===== config.mk =====
export PLATFORM = sky130hd
export DESIGN_NAME = umi_burst_framer
export DESIGN_NICKNAME = d
export VERILOG_FILES = /design/src/rtl/umi_fpga_pkg.sv /design/src/rtl/umi_burst_framer_ch.sv /design/src/rtl/umi_burst_framer.sv
export SDC_FILE = /design/constraint.sdc
export NUM_CORES = 1
export LEC_CHECK = 0
export ABC_CLOCK_PERIOD_IN_PS = 3100
export CELL_PAD_IN_SITES_DETAIL_PLACEMENT = 0
export CELL_PAD_IN_SITES_GLOBAL_PLACEMENT = 1
export CORE_MARGIN = 1
export CORE_UTILIZATION = 34
export DETAILED_ROUTE_END_ITERATION = 10
export PLACE_DENSITY = 0.9
export SLEW_MARGIN = 0
export SYNTH_ARGS = -nofsm -noshare
export SYNTH_HDL_FRONTEND = slang
export SYNTH_SLANG_ARGS = --single-unit
export TNS_END_PERCENT = 1

===== constraint.sdc =====
create_clock -name clk -period 3.1 [get_ports clk]
set_clock_uncertainty 0.05 [all_clocks]
set_input_delay 0.31 -clock clk [delete_from_list [all_inputs] [get_ports clk]]
set_output_delay 0.31 -clock clk [all_outputs]
set_load 0.005 [all_outputs]

===== src/rtl/umi_fpga_pkg.sv =====
// Shared UMI constants and types used by the burst framer and its channels.
package umi_fpga_pkg;

  localparam int UMI_DEST_W     = 16;
  localparam int UMI_DEST_PAD_W = 16;
  localparam int UMI_DW         = 256;

  // Beat record at the default packet width.
  typedef struct packed {
    logic [UMI_DW-1:0]                    data;
    logic [UMI_DEST_PAD_W+UMI_DEST_W-1:0] dest;
    logic                                 last;
  } umi_beat_t;

  // What, if anything, moves into the output register this cycle.
  typedef enum logic [1:0] {
    LOAD_NONE,
    LOAD_PUSH,
    LOAD_CLOSE
  } load_sel_e;

endpackage


===== src/rtl/umi_burst_framer_ch.sv =====
// One framing channel: a hold register H and an output register O; a beat's
// last flag is decided when it leaves H, by the next beat or by timeout/flush.
module umi_burst_framer_ch
  import umi_fpga_pkg::*;
#(
  parameter int DW        = 256,
  parameter int MAX_BURST = 16,
  parameter int TIMEOUT   = 32
) (
  input  logic          clk,
  input  logic          reset,
  input  logic [DW-1:0] in_packet,
  input  logic          in_valid,
  output logic          in_ready,
  input  logic          flush,
  output logic [DW-1:0] out_data,
  output logic [31:0]   out_dest,
  output logic          out_last,
  output logic          out_valid,
  input  logic          out_ready
);

  localparam int              IW        = (TIMEOUT > 1) ? $clog2(TIMEOUT) : 1;
  localparam logic [IW-1:0]   IDLE_LAST = IW'(TIMEOUT - 1);
  localparam logic [7:0]      BEAT_LAST = 8'(MAX_BURST - 1);
  localparam int              DEST_W    = UMI_DEST_PAD_W + UMI_DEST_W;

  logic              h_valid;
  logic [DW-1:0]     h_data;
  logic [DEST_W-1:0] h_dest;
  logic [7:0]        beat_cnt;
  logic [IW-1:0]     idle_cnt;

  logic [DEST_W-1:0] in_dest;
  logic              can_load;
  logic              accept;
  logic              load_last;
  load_sel_e         load_sel;

  assign in_dest = {{UMI_DEST_PAD_W{1'b0}}, in_packet[DW-1 -: UMI_DEST_W]};

  // A new beat pushes H out and outranks any timeout or flush close.
  always_comb begin
    can_load  = !out_valid || out_ready;
    in_ready  = !h_valid || can_load;
    accept    = in_valid && in_ready;
    load_sel  = LOAD_NONE;
    load_last = 1'b1;
    if (accept && h_valid) begin
      load_sel  = LOAD_PUSH;
      load_last = (in_dest != h_dest) || (beat_cnt == BEAT_LAST);
    end else if (h_valid && can_load && ((idle_cnt == IDLE_LAST) || flush)) begin
      load_sel  = LOAD_CLOSE;
    end
  end

  always_ff @(posedge clk) begin
    if (reset) begin
      h_valid   <= 1'b0;
      h_data    <= '0;
      h_dest    <= '0;
      out_valid <= 1'b0;
      out_data  <= '0;
      out_dest  <= '0;
      out_last  <= 1'b0;
      beat_cnt  <= '0;
      idle_cnt  <= '0;
    end else begin
      if (load_sel != LOAD_NONE) begin
        out_valid <= 1'b1;
        out_data  <= h_data;
        out_dest  <= h_dest;
        out_last  <= load_last;
        beat_cnt  <= load_last ? '0 : beat_cnt + 8'd1;
      end else if (out_ready) begin
        out_valid <= 1'b0;
      end

      if (accept) begin
        h_valid <= 1'b1;
        h_data  <= in_packet;
        h_dest  <= in_dest;
      end else if (load_sel == LOAD_CLOSE) begin
        h_valid <= 1'b0;
      end

      if (accept || !h_valid) begin
        idle_cnt <= '0;
      end else if (idle_cnt != IDLE_LAST) begin
        idle_cnt <= idle_cnt + 1'b1;
      end
    end
  end

endmodule


===== src/rtl/umi_burst_framer.sv =====
// Multi-channel UMI burst framer: NUM_QUEUES independent framing channels.
module umi_burst_framer
  import umi_fpga_pkg::*;
#(
  parameter int NUM_QUEUES = 1,
  parameter int DW         = 256,
  parameter int MAX_BURST  = 16,
  parameter int TIMEOUT    = 32
) (
  input  logic                   clk,
  input  logic                   reset,
  input  logic [NUM_QUEUES*DW-1:0] in_packet,
  input  logic [NUM_QUEUES-1:0]  in_valid,
  output logic [NUM_QUEUES-1:0]  in_ready,
  input  logic [NUM_QUEUES-1:0]  flush,
  output logic [NUM_QUEUES*DW-1:0] out_data,
  output logic [NUM_QUEUES*(UMI_DEST_PAD_W+UMI_DEST_W)-1:0] out_dest,
  output logic [NUM_QUEUES-1:0]  out_last,
  output logic [NUM_QUEUES-1:0]  out_valid,
  input  logic [NUM_QUEUES-1:0]  out_ready
);

  localparam int DEST_W = UMI_DEST_PAD_W + UMI_DEST_W;

  for (genvar i = 0; i < NUM_QUEUES; i++) begin : g_ch
    umi_burst_framer_ch #(
      .DW        (DW),
      .MAX_BURST (MAX_BURST),
      .TIMEOUT   (TIMEOUT)
    ) u_ch (
      .clk       (clk),
      .reset     (reset),
      .in_packet (in_packet[i*DW +: DW]),
      .in_valid  (in_valid[i]),
      .in_ready  (in_ready[i]),
      .flush     (flush[i]),
      .out_data  (out_data[i*DW +: DW]),
      .out_dest  (out_dest[i*DEST_W +: DEST_W]),
      .out_last  (out_last[i]),
      .out_valid (out_valid[i]),
      .out_ready (out_ready[i])
    );
  end

endmodule


==> results of run 1 <==
per-layer routing:
| layer | wire length, um | share of wire [%] | global-route usage, % |
|---|---|---|---|
| met1 | 22330 | 40 | 22.06 |
| met2 | 26940 | 49 | 32.36 |
| met3 | 3978 | 7.2 | 5.188 |
| met4 | 1911 | 3.5 | 7.536 |
| met5 | 29 | 0.053 | 0 |
synth_stat cells, types with 2 or more instances:
| library cell | n | area, sq um |
|---|---|---|
| sky130_fd_sc_hd__nand4_1 | 6 | 37.54 |
| sky130_fd_sc_hd__xnor2_1 | 14 | 122.6 |
| sky130_fd_sc_hd__buf_4 | 56 | 420.4 |
| sky130_fd_sc_hd__nand3_1 | 5 | 25.02 |
| sky130_fd_sc_hd__a21oi_1 | 516 | 2582 |
| sky130_fd_sc_hd__nand4b_1 | 2 | 17.52 |
| sky130_fd_sc_hd__ha_1 | 3 | 37.54 |
| sky130_fd_sc_hd__mux2i_1 | 2 | 20.02 |
| sky130_fd_sc_hd__nand2_1 | 1029 | 3862 |
| sky130_fd_sc_hd__and3_1 | 3 | 18.77 |
| sky130_fd_sc_hd__buf_2 | 48 | 240.2 |
| sky130_fd_sc_hd__xor2_1 | 11 | 96.34 |
| sky130_fd_sc_hd__nor2_1 | 6 | 22.52 |
| sky130_fd_sc_hd__dfxtp_1 | 528 | 10570 |
| sky130_fd_sc_hd__nor3_1 | 8 | 40.04 |
| sky130_fd_sc_hd__clkbuf_1 | 75 | 281.5 |
| sky130_fd_sc_hd__buf_1 | 2 | 7.510 |
| sky130_fd_sc_hd__o21ai_0 | 2 | 10.01 |
| sky130_fd_sc_hd__buf_6 | 24 | 270.3 |
placed cells by master, fill, tap and decap left out, types with 2 or more instances in the layout:
master and instances:
sky130_fd_sc_hd__dfxtp_1 528, sky130_fd_sc_hd__conb_1 16, sky130_fd_sc_hd__a21oi_1 516, sky130_fd_sc_hd__diode_2 3, sky130_fd_sc_hd__bufinv_16 7, sky130_fd_sc_hd__buf_4 10
sky130_fd_sc_hd__buf_12 17, sky130_fd_sc_hd__mux2i_1 2, sky130_fd_sc_hd__ha_1 3, sky130_fd_sc_hd__o21ai_0 2, sky130_fd_sc_hd__clkdlybuf4s50_1 534, sky130_fd_sc_hd__nand4_1 6
sky130_fd_sc_hd__nand3_1 5, sky130_fd_sc_hd__nand2_1 1028, sky130_fd_sc_hd__and3_1 3, sky130_fd_sc_hd__nor3_1 8, sky130_fd_sc_hd__xor2_1 11, sky130_fd_sc_hd__clkinvlp_4 4
sky130_fd_sc_hd__clkbuf_16 57, sky130_fd_sc_hd__nand4b_1 2, sky130_fd_sc_hd__clkinv_2 7, sky130_fd_sc_hd__clkbuf_1 7, sky130_fd_sc_hd__xnor2_1 14, sky130_fd_sc_hd__clkbuf_8 16
sky130_fd_sc_hd__nor2_1 6
state kept, by name, indices dropped and copies added, names as in the netlist:
name / flops
g_ch.u_ch.h_valid: 1
g_ch.u_ch.h_data: 255
g_ch.u_ch.out_valid: 1
g_ch.u_ch.idle_cnt: 5
g_ch.u_ch.h_dest: 1
g_ch.u_ch.out_data: 256
g_ch.u_ch.out_last: 1
g_ch.u_ch.beat_cnt: 8
logic make-up (layout without fill, tap and decap cells):
| logic type | after synthesis | count (layout) | synth area share, % |
|---|---|---|---|
| multiplexers | 2 | 2 | 0.1066 |
| buffers and inverters | 206 | 663 | 6.516 |
| adder cells (fa/ha/maj) | 3 | 3 | 0.1999 |
| other | 1 | 19 | 0.01997 |
| AO/OA/AOI/OAI | 520 | 520 | 13.89 |
| flip-flops | 528 | 528 | 56.28 |
| AND/OR/NAND/NOR | 1068 | 1068 | 21.82 |
| XOR/XNOR | 25 | 25 | 1.166 |
worst max-delay path: cells and delay by family, from the launching register on:
family	cells	cell delay, ns
and+or+nand+nor	4	1.00
AOI/OAI and AO/OA	1	0.14
buffers and inverters	1	0.35
adders and majority gates	2	0.50
DFF	1	0.37
worst paths after layout:
check	endpoint	cells past startpoint
min	g_ch[0].u_ch.out_data[224]	2
max reg2reg	g_ch[0].u_ch.out_data[119]	8
max	g_ch[0].u_ch.out_data[119]	8
min reg2reg	g_ch[0].u_ch.out_data[209]	2
power groups by stage:
stage               Sequential (uW)  Combinational (uW)  Clock [uW]
floorplan                      7320                 694           0
global placement               7340                1340           0
detailed placement             7350                1360           0
CTS                            7200                1360        7210
global route                   7230                1480        7490
finish                         7200                1350        7010
final cells by class:
| type | instances | area [sq um] |
|---|---|---|
| fill | 5209 | 27990 |
| sequential | 528 | 10570 |
| multi-input combinational | 1634 | 7061 |
| timing repair buffer | 562 | 5776 |
| clock buffer | 80 | 1673 |
| tap | 696 | 870.8 |
| clock inverter | 20 | 292.8 |
| antenna | 3 | 7.507 |
| inverter | 1 | 3.754 |
through the flow:
stage	instances	util, %
after global routing	3524	48.40
final	3524	48.40
after detailed placement	3421	44.77
after floorplan	2368	-
after CTS	3521	48.39
after global placement	3421	44.77
==> out/results.env, run 1 <==
SYNTH-EDFF-COUNT=0
VIAS=16828
TIMING.MAX_CAP.VIOLATIONS=0
FP.DIEW_UM=237.0
ROUTE.DETAILED.DRC=0
SYN-MEAN-INSTANCE-AREA_SQ_UM=7.982
WORST-R2R-SETUP-SLACK_NS=0.54
DIE_AREA_SQ_MM=0.05618
INTERNAL_POWER_uW=12030
CTS_ROOT_BUF='sky130_fd_sc_hd__clkbuf_16'
TOTAL_POWER_uW=15560
TOTAL_OF_WARNINGS_RAISED_BY_YOSYS=0
INITIAL_ANTENNA_VIOLATION_COUNT=6
FINAL_ANTENNA_NET_COUNT=0
CRIT_PATH_MAX_INCR_DELAY_NS=0.53
OUTCOME='complete, no violations'
CRIT_TYPE='flop to flop'
DP.FINAL_HPWL_MM=36.68
ROUTABILITY_CONGESTION=0.8349
COUNT_OF_PINS_OVER_THEIR_SLEW_LIMIT=0
NET-SWITCHING-POWER_uW=3536
TIMING.MAX_SLEW.REL_SLACK_PCT=47.67
LAYOUT_MIN_CYCLE_TIME_NS=2.559
DPL_WORST_SLACK_NS=0.5567
WORSTPATHMAXFANOUT=65
TIMING.CRITICAL_PATH.CELLS='ha_1, and3_1, ha_1, or3_4, and3_4, buf_12, nand2_1, a21oi_1'
CLASS_OF_THE_WORST_HOLD_PATH='input pin to flop'
SEQPWRFRAC_PCT=46.3
TOTAL_NUMBER_OF_H_TREE_LEVELS=2
COUNT_OF_ENDPOINTS_FAILING_HOLD_IN_THE_FINAL_TIMING_REPORT=0
TOTAL_NUMBER_OF_CLOCK_TREE_SINKS=528
MAX_FREQ_GHz=0.3908
POST_ROUTE_CELLS_DRIVE_ABOVE_1_SHARE_PCT=4.460
WORST_IR_DROP_ON_VDD_mV=0.3728
WORST_SKEW_PAIR.LATE_LATENCY_NS=0.58
CRIT-REG2REG-LAUNCH='g_ch[0].u_ch.idle_cnt[0]'
LAYOUT.CELL_AREA.NON_FILLER_SQ_MM=0.02625
CLOCKPOWERSHARE_PCT=45.1
FINAL_CRITICAL_PATH_SETUP_SLACK_NS=0.5410
NUM-NETS-FINAL=3046
POST_CTS.REPAIR.SETUP_BUFFERS=0
CP_MOST_FREQUENT_CELL='sky130_fd_sc_hd__ha_1'
GRT_PASS1_WL_MM=85.78
FINAL_MIN_PERIOD_OVER_CLOCK_PERIOD_PCT=82.55
NUMBER_OF_BUFFERS_CREATED_BY_CTS=55
WORST_SLEW_PIN_SLEW_NS=0.7849
DRT_PRE_ANTENNA_ITERS=5
REPORT.FINAL.SETUP_VIOL=0
POST_SYNTH_INSTANCE_AREA_SQ_MM=0.01878
STARTPOINT='g_ch[0].u_ch.idle_cnt[0]'
GRT_REMAINING_OVERFLOW=0
TOTAL_LEAKAGE_POWER_uW=0.009406
PORT_BUFFERS=535
AREAGROWTHSYNTHTOFINISH_PCT=39.79
TOP_LEVEL_PORT_COUNT=552
PLACEMENT.CELL_AREA_SQ_MM=0.02428
POSTSYNTH.ASYNCRESETSHARE_PCT=0
SYNTH_TOP_FLOP_CELL='sky130_fd_sc_hd__dfxtp_1'
GLOBAL_ROUTE.USAGE.TOTAL_PCT=18.82
SYNTH.FF_LATCH_COUNT=528
ENDPOINT_KIND='flop'
CP.REQUIRED_NS=3.55
NUMBER_OF_DRC_MARKERS_IN_ITERATION_0=851
CRITICAL_PATH.STARTPOINT_TYPE='flop'
SYN_INST=2353
DIE_Y_UM=237.0
FLOORPLAN.ROWS=85
CTS.CLK_SLEW.WORST_PATHS_NS=0.06
SETUP_TNS_FINAL_NS=0
NUMBER_OF_DISTINCT_LIBRARY_CELLS_AFTER_SYNTHESIS=32
SUM_OF_ROUTED_WIRE_LENGTH_OVER_ALL_LAYERS_MM=55.19
ROUTED_VIA_DENSITY=4.775
ROUTED_WIRE_LENGTH_PER_INSTANCE_UM=15.66
SWITCH_SHARE_PCT=22.72
FIRST_GLOBAL_VIAS=16063
MIN-DELAY-START='reset'
ARRIVAL_NS=3.01
CTS-RESIZED-GATES=0
CTS_TREE='built'
INITIAL_CORE_UTILIZATION_PCT=34.63
CTS_HOLD_REPAIR.BUFFERS=0
FP.COREAREA_SQ_MM=0.05424
COMB_POWER_SHARE_PCT=8.7
FINALHOLDWORSTSLACK_NS=0.2099
RSZ0062_AT_GRT='false'
GRT_START_MAX_NET_PINS=110
CRITPATHSLOWESTCELL='sky130_fd_sc_hd__and3_4'
CLOCK_TREE.BUFFER_DEPTH=3
POWER_DENSITY_OF_THE_PLACED_CELLS_mW_PER_MM2=592.7
SYNTH-SEQ-AREA-SHARE_PCT=56.28
Note: power is estimated with default switching activity, not from simulation.
==> run 2, diff against run 1 <==
ABC_CLOCK_PERIOD_IN_PS = 2250   (was 3100)
CORE_UTILIZATION = 31   (was 34)
PLACE_DENSITY = 0.87   (was 0.9)
clock period = 2.25 ns   (was 3.1 ns; I/O delays follow)
==> run 2 against run 1 <==
  * Final cell count increased by 3.9%
  * Combinational power grew 52%
  * Sequential cell count unchanged
  * Clock-buffer cell count up 4
  * Total power is 37% higher
  * Hold slack got worse by 0.083 ns
  * Register-to-register slack worse by 0.43 ns
  * Largest cell class unchanged
  * Highest routed layer is now met4
==> out/results.env, run 2 (same netlist as run 1, synthesis figures left out) <==
SEQPWRFRAC_PCT=46.6  # +0.3 points
REPORT.FINAL.SETUP_VIOL=0  # unchanged
ROUTED_VIA_DENSITY=4.565  # -4.4%
COUNT_OF_ENDPOINTS_FAILING_HOLD_IN_THE_FINAL_TIMING_REPORT=0  # unchanged
ROUTABILITY_CONGESTION=0.8196  # -1.8%
ARRIVAL_NS=2.60  # -0.41 ns
TIMING.MAX_CAP.VIOLATIONS=0  # unchanged
GRT_REMAINING_OVERFLOW=0  # unchanged
TOTAL_NUMBER_OF_CLOCK_TREE_SINKS=528  # unchanged
NUMPLACEDINSTANCES=3549  # +3.7%
TIMING.CRITICAL_PATH.CELLS='ha_1, and3_1, ha_1, or3_4, nand3_4, buf_12, buf_4, nand2_1, a21oi_1'
FINAL_MIN_PERIOD_OVER_CLOCK_PERIOD_PCT=95.15  # +13 points
FP.COREAREA_SQ_MM=0.05946  # +9.6%
NUMBER_OF_DRC_MARKERS_IN_ITERATION_0=658  # -23%
PORT_BUFFERS=535  # unchanged
CLOCK_TREE.BUFFER_DEPTH=3  # unchanged
DP.FINAL_HPWL_MM=38.29  # +4.4%
NUMBER_OF_BUFFERS_CREATED_BY_CTS=55  # unchanged
WORST_IR_DROP_ON_VDD_mV=0.4618  # +24%
ROUTE.DETAILED.DRC=0  # unchanged
INITIAL_CORE_UTILIZATION_PCT=31.58  # -3.0 points
VIAS=16723  # -0.62%
AREAGROWTHSYNTHTOFINISH_PCT=43.73
FILLER_CELL_COUNT=5965  # +15%
TOTAL_LEAKAGE_POWER_uW=0.009763  # +3.8%
DIE_Y_UM=248.1  # +4.7%
NET-SWITCHING-POWER_uW=4913  # +39%
CRIT_TYPE='flop to flop'
INTERNAL_POWER_uW=16360  # +36%
FIRST_GLOBAL_VIAS=15448  # -3.8%
TOP_LEVEL_PORT_COUNT=552  # unchanged
MAX_FREQ_GHz=0.4671  # +20%
CRIT_PATH_MAX_INCR_DELAY_NS=0.37  # -0.16 ns
COUNT_OF_PINS_OVER_THEIR_SLEW_LIMIT=0  # unchanged
ROUTED_WIRE_LENGTH_PER_INSTANCE_UM=15.62  # -0.29%
DIE_AREA_SQ_MM=0.06157  # +9.6%
FP.DIEW_UM=248.1  # +4.7%
FINAL_CELL_MIX='1026 x sky130_fd_sc_hd__nand2_1, 534 x sky130_fd_sc_hd__clkdlybuf4s50_1, 527 x sky130_fd_sc_hd__dfxtp_1'
TOTAL_POWER_uW=21270  # +37%
CTS_TREE='built'
DRT_PRE_ANTENNA_ITERS=5  # unchanged
WORST_SLEW_PIN_SLEW_NS=0.4927  # -0.2922 ns
LAYOUT_MIN_CYCLE_TIME_NS=2.141  # -0.4181 ns
POWER_DENSITY_OF_THE_PLACED_CELLS_mW_PER_MM2=788.0  # +33%
TOTAL_NUMBER_OF_H_TREE_LEVELS=2  # unchanged
REG_TOP3='g_ch.u_ch.out_data: 256 flops, g_ch.u_ch.h_data: 255 flops, g_ch.u_ch.beat_cnt: 8 flops'
FINAL_ANTENNA_NET_COUNT=0  # unchanged
CP_MOST_FREQUENT_CELL='sky130_fd_sc_hd__ha_1'
COMB_POWER_SHARE_PCT=9.6  # +0.9 points
SUM_OF_ROUTED_WIRE_LENGTH_OVER_ALL_LAYERS_MM=57.20  # +3.6%
SWITCH_SHARE_PCT=23.10  # +0.38 points
OUTCOME='complete, no violations'
CP.REQUIRED_NS=2.71  # -0.84 ns
LAYOUT.CELLS.MOST_COMMON='sky130_fd_sc_hd__nand2_1'
PLACEMENT.CELL_AREA_SQ_MM=0.02487  # +2.4%
WORSTPATHMAXFANOUT=12  # -82%
CLOCKPOWERSHARE_PCT=43.7  # -1.4 points
ENDPOINT_KIND='flop'
INITIAL_ANTENNA_VIOLATION_COUNT=1  # -5
MAX_FLOP_REGISTER='g_ch.u_ch.out_data'
SETUP_TNS_FINAL_NS=0  # unchanged
GRT_PASS1_WL_MM=84.19  # -1.9%
CRITPATHSLOWESTCELL='sky130_fd_sc_hd__or3_4'
LARGEST_REGISTER_FFS=256  # unchanged
GRT_START_MAX_NET_PINS=101  # -8.2%
CTS_ROOT_BUF='sky130_fd_sc_hd__clkbuf_16'
CTS.CLK_SLEW.WORST_PATHS_NS=0.07  # about the same
RSZ0062_AT_GRT='false'
FLOORPLAN.ROWS=89  # +4.7%
LAYOUT.CELL_AREA.NON_FILLER_SQ_MM=0.02699  # +2.8%
POST_ROUTE_CELLS_DRIVE_ABOVE_1_SHARE_PCT=6.339  # +1.9 points
WORST_SKEW_PAIR.LATE_LATENCY_NS=0.59  # about the same
CRITICAL_PATH.STARTPOINT_TYPE='flop'
TIMING.MAX_SLEW.REL_SLACK_PCT=66.90  # +19 points
GLOBAL_ROUTE.USAGE.TOTAL_PCT=17.02  # -1.8 points
WORST-R2R-SETUP-SLACK_NS=0.11  # -0.43 ns
CLASS_OF_THE_WORST_HOLD_PATH='input pin to flop'
NUM-NETS-FINAL=3108  # +2.0%
FINALNONFILLERCELLS=3663  # +3.9%
==> run 2: cell count changes in the layout (fill, tap and decap cells not counted), sizes merged <==
cell | before | now
dlygate4sd3 | 0 | 1
clkbuf | 80 | 90
inv | 2 | 1
bufinv | 7 | 5
clkinvlp | 4 | 2
and3 | 4 | 6
clkinv | 8 | 9
buf | 28 | 81
==> run 2: power groups by stage <==
stage	Clock [uW]	Sequential (uW)	Combinational [uW]
CTS	9550	9920	2000
global placement	0	10100	1970
global route	9930	9960	2250
floorplan	0	10100	957
detailed placement	0	10100	1980
finish	9300	9920	2050
==> run 2: final cells by class <==
cell class / instances / area (sq um) / share of cell area (%)
Clock inverter: 16 / 210.2 / 0.7787
Inverter: 1 / 3.754 / 0.01391
Clock buffer: 84 / 1648 / 6.105
Tap cell: 773 / 967.2 / 3.583
Timing Repair Buffer: 622 / 6495 / 24.06
Antenna cell: 3 / 7.507 / 0.02781
Multi-Input combinational cell: 1636 / 7091 / 26.27
Sequential cell: 528 / 10570 / 39.16
==> run 2: routing by layer <==
metal  wire length, um  global-route usage [%]  vias to the layer above
li1                  -                       -                     8502
met1             24460                   21.66                     7698
met5                 0                       0                        -
met3              3229                   3.286                      103
met2             27950                   28.65                      420
met4              1552                   5.900                        0
==> run 2: repair_timing <==
item / CTS / global route
gates resized for setup: 0 / 14
hold buffers: 1 / 0
setup buffers: 0 / 2
endpoints found under the setup margin: 0 / 167
hold endpoints to repair: 39 / 0
==> run 2: critical path, delay by kind of cell (launching register included) <==
kind	cells	cell delay [ns]
DFF	1	0.32
AOI/OAI and AO/OA	1	0.13
adders and majority gates	2	0.38
and+or+nand+nor	4	0.77
buffers and inverters	2	0.41
==> run 2: path summary, 6_finish.rpt <==
check / end / from / depth (start not counted)
worst max register to register: g_ch[0].u_ch.out_data[174] / g_ch[0].u_ch.idle_cnt[0] / 9
worst max-delay path: g_ch[0].u_ch.out_data[174] / g_ch[0].u_ch.idle_cnt[0] / 9
worst min register to register: g_ch[0].u_ch.out_data[69] / g_ch[0].u_ch.h_data[69] / 2
worst min-delay path: g_ch[0].u_ch.h_data[229] / in_packet[229] / 3
==> run 2: through the flow <==
stage	worst slack [ns]	util, %	hold slack [ns]
finish	0.1091	45.39	0.1274
global route	0.01225	45.39	0.1040
CTS	0.02026	44.97	0.07905
detailed placement	0.02622	41.83	0.3910
global placement	0.07358	41.83	0.3871
floorplan	0.02262	-	0.2924
==> run 3, diff against run 2 <==
ABC_CLOCK_PERIOD_IN_PS = 2020   (was 2250)
CORE_UTILIZATION = 34   (was 31)
PLACE_DENSITY = 0.9   (was 0.87)
clock period = 2.02 ns   (was 2.25 ns; I/O delays follow)
==> run 3 against run 2 <==
  * The flow now finishes with violations (negative setup slack)
  * Final area increased by 0.70%
  * Hold slack worse by 0.020 ns
  * Fmax grew 1.3%
  * Clock power rose by 8%
  * Via count is 2.6% higher
  * Non-clock buffer count is 11 higher
  * Final cell count is 2.0% lower
  * Setup slack got worse by 0.20 ns
  * Critical path type unchanged
  * Largest cell class unchanged
==> out/results.env, run 3 (same netlist as run 1, synthesis figures left out) <==
OUTCOME='complete, but fails checks'
VIOLATIONS_IN_THE_FINAL_REPORTS='negative setup slack'
DRT_PRE_ANTENNA_ITERS=6  # +1
COUNT_OF_ENDPOINTS_FAILING_HOLD_IN_THE_FINAL_TIMING_REPORT=0  # unchanged
FINAL_MIN_PERIOD_OVER_CLOCK_PERIOD_PCT=104.6  # +9.5 points
REG_TOP3='g_ch.u_ch.out_data: 256 flops, g_ch.u_ch.h_data: 255 flops, g_ch.u_ch.beat_cnt: 8 flops'
FINAL_CRITICAL_PATH_SETUP_SLACK_NS=-0.09299  # -0.2021 ns
CTS_TREE='built'
TOTAL_POWER_uW=23410  # +10%
SETUP_TNS_FINAL_NS=-7.213  # -7.213 ns
INITIAL_CORE_UTILIZATION_PCT=34.63  # +3.0 points
NUMBER_OF_DRC_MARKERS_IN_ITERATION_0=770  # +17%
TOTAL_NUMBER_OF_H_TREE_LEVELS=2  # unchanged
ARRIVAL_NS=2.57  # -0.03 ns
AREAGROWTHSYNTHTOFINISH_PCT=44.74
TIMING.CRITICAL_PATH.CELLS='ha_4, and3_4, ha_4, or3_4, nand3_4, buf_12, buf_12, clkbuf_16, nand2_1, a21oi_1'
GRT_PASS1_WL_MM=87.74  # +4.2%
CP.REQUIRED_NS=2.48  # -0.23 ns
POWER_DENSITY_OF_THE_PLACED_CELLS_mW_PER_MM2=861.1  # +9.3%
CRIT_PATH_MAX_INCR_DELAY_NS=0.36  # about the same
CTS.CLK_SLEW.WORST_PATHS_NS=0.06  # about the same
FINAL_ANTENNA_NET_COUNT=0  # unchanged
LAYOUT.CELLS.MOST_COMMON='sky130_fd_sc_hd__nand2_1'
WORSTPATHMAXFANOUT=9  # -3
MAX_FREQ_GHz=0.4733  # +1.3%
VIAS=17156  # +2.6%
SUM_OF_ROUTED_WIRE_LENGTH_OVER_ALL_LAYERS_MM=57.58  # +0.67%
LAYOUT_MIN_CYCLE_TIME_NS=2.113  # -0.02788 ns
CRIT_TYPE='flop to flop'
CRITPATHSLOWESTCELL='sky130_fd_sc_hd__or3_4'
INITIAL_ANTENNA_VIOLATION_COUNT=2  # +1
FLOORPLAN.ROWS=85  # -4.5%
FIRST_GLOBAL_VIAS=16390  # +6.1%
FP.COREAREA_SQ_MM=0.05424  # -8.8%
WORST-PATH-BUF-INV=3  # +1
REPORT.FINAL.SETUP_VIOL=216  # +216
CRITICAL_PATH.STARTPOINT_TYPE='flop'
NUMBER_OF_BUFFERS_CREATED_BY_CTS=56  # +1.8%
LARGEST_REGISTER_FFS=256  # unchanged
TOTAL_NUMBER_OF_CLOCK_TREE_SINKS=528  # unchanged
CRITICAL_PATH.TOP_DELAY_FAMILY='simple AND/OR/NAND/NOR gates'
ANTENNADIODECOUNT=0  # -3
ROUTED_WIRE_LENGTH_PER_INSTANCE_UM=16.03  # +2.7%
DIE_Y_UM=237.0  # -4.5%
ROUTABILITY_CONGESTION=0.8207  # +0.13%
FINAL_CELL_MIX='1020 x sky130_fd_sc_hd__nand2_1, 533 x sky130_fd_sc_hd__clkdlybuf4s50_1, 525 x sky130_fd_sc_hd__dfxtp_1'
NUM-NETS-FINAL=3119  # +0.35%
TOTAL_LEAKAGE_POWER_uW=0.009838  # +0.77%
WORST_SKEW_PAIR.LATE_LATENCY_NS=0.59  # about the same
TOP_LEVEL_PORT_COUNT=552  # unchanged
WORST_IR_DROP_ON_VDD_mV=0.6162  # +33%
GRT_START_MAX_NET_PINS=80  # -21%
TIMING.MAX_CAP.VIOLATIONS=0  # unchanged
COUNT_OF_PINS_OVER_THEIR_SLEW_LIMIT=0  # unchanged
ROUTE.DETAILED.DRC=0  # unchanged
POST_ROUTE_CELLS_DRIVE_ABOVE_1_SHARE_PCT=8.048  # +1.7 points
GLOBAL_ROUTE.USAGE.TOTAL_PCT=19.37  # +2.3 points
PORT_BUFFERS=535  # unchanged
CTS_ROOT_BUF='sky130_fd_sc_hd__clkbuf_16'
CLOCK_TREE.BUFFER_DEPTH=3  # unchanged
CLASS_OF_THE_WORST_HOLD_PATH='input pin to flop'
FP.DIEW_UM=237.0  # -4.5%
DP.FINAL_HPWL_MM=39.19  # +2.4%
RSZ0062_AT_GRT='true'
ROUTED_VIA_DENSITY=4.777  # +4.6%
ENDPOINT_KIND='flop'
DIE_AREA_SQ_MM=0.05618  # -8.8%
GRT_REMAINING_OVERFLOW=0  # unchanged
MAX_FLOP_REGISTER='g_ch.u_ch.out_data'
[run 3: cell count changes in the layout (fill, tap and decap cells not counted), moves of 3 or more]
cell / change
sky130_fd_sc_hd__bufinv_16: -3
sky130_fd_sc_hd__a21oi_1: -27
sky130_fd_sc_hd__a21oi_2: +27
sky130_fd_sc_hd__buf_16: -4
sky130_fd_sc_hd__buf_12: +14
sky130_fd_sc_hd__nand2_2: +6
sky130_fd_sc_hd__nand2_1: -6
sky130_fd_sc_hd__buf_4: -3
sky130_fd_sc_hd__diode_2: -3
[run 3: repair_timing]
| action | CTS | global route |
|---|---|---|
| endpoints found under the hold margin | 24 | 0 |
| setup buffers | 4 | 1 |
| resized for setup | 16 | 38 |
| hold buffers | 1 | 0 |
| cloned | 2 | 5 |
| pin swaps | 73 | 18 |
| setup endpoints to repair | 257 | 266 |
[run 3: area by class of cell]
cell class	count	area, sq um
well taps	696	870.8
clock inverters	14	133.9
repair buffers	633	6701
flip-flops and latches	528	10570
inverters	1	3.754
clock buffers	84	1658
multi-input cells	1635	7241
fillers	5053	27060
[run 3: report_power, final]
part,switching [uW],internal [uW],leakage [uW],total [uW]
registers,223,10800,0.00431,11100
clock network,4110,5880,0.000885,10000
logic,1140,1210,0.00464,2360
total,5480,17900,0.00984,23400
[run 3: worst paths after layout]
| kind | depth (start not counted) | slack, ns | end | startpoint |
|---|---|---|---|---|
| setup reg to reg | 10 | -0.09 | g_ch[0].u_ch.out_data[88] | g_ch[0].u_ch.idle_cnt[1] |
| setup / recovery | 10 | -0.09 | g_ch[0].u_ch.out_data[88] | g_ch[0].u_ch.idle_cnt[1] |
| hold / removal | 3 | 0.11 | g_ch[0].u_ch.h_data[231] | in_packet[231] |
| hold reg to reg | 2 | 0.40 | g_ch[0].u_ch.out_data[79] | g_ch[0].u_ch.h_data[79] |
[run 3: routing by layer]
metal	share of wire [%]	track usage, %	routed length [um]
met5	0.049	0	28
met1	41	23.23	23440
met2	50	33.65	28540
met4	2.6	6.553	1508
met3	7.1	4.756	4065
[run 3: per-stage QoR]
step / setup WS [ns] / instance area [sq um] / hold WS [ns] / util, % / instances
after detailed placement: -0.1258 / 24960 / 0.3923 / 46.02 / 3480
after global placement: -0.07853 / 24960 / 0.3853 / 46.02 / 3480
after floorplan: -0.08761 / 18870 / 0.2694 / - / 2368
final: -0.09299 / 27180 / 0.1076 / 50.12 / 3591
after global routing: -0.1361 / 27180 / 0.09797 / 50.12 / 3591
after CTS: -0.07583 / 26910 / 0.06258 / 49.61 / 3585
[run 3: worst min-delay path: stages]
cell	delay, ns
sky130_fd_sc_hd__clkdlybuf4s50_1	0.39
sky130_fd_sc_hd__nand2_1	0.05
sky130_fd_sc_hd__a21oi_1	0.05
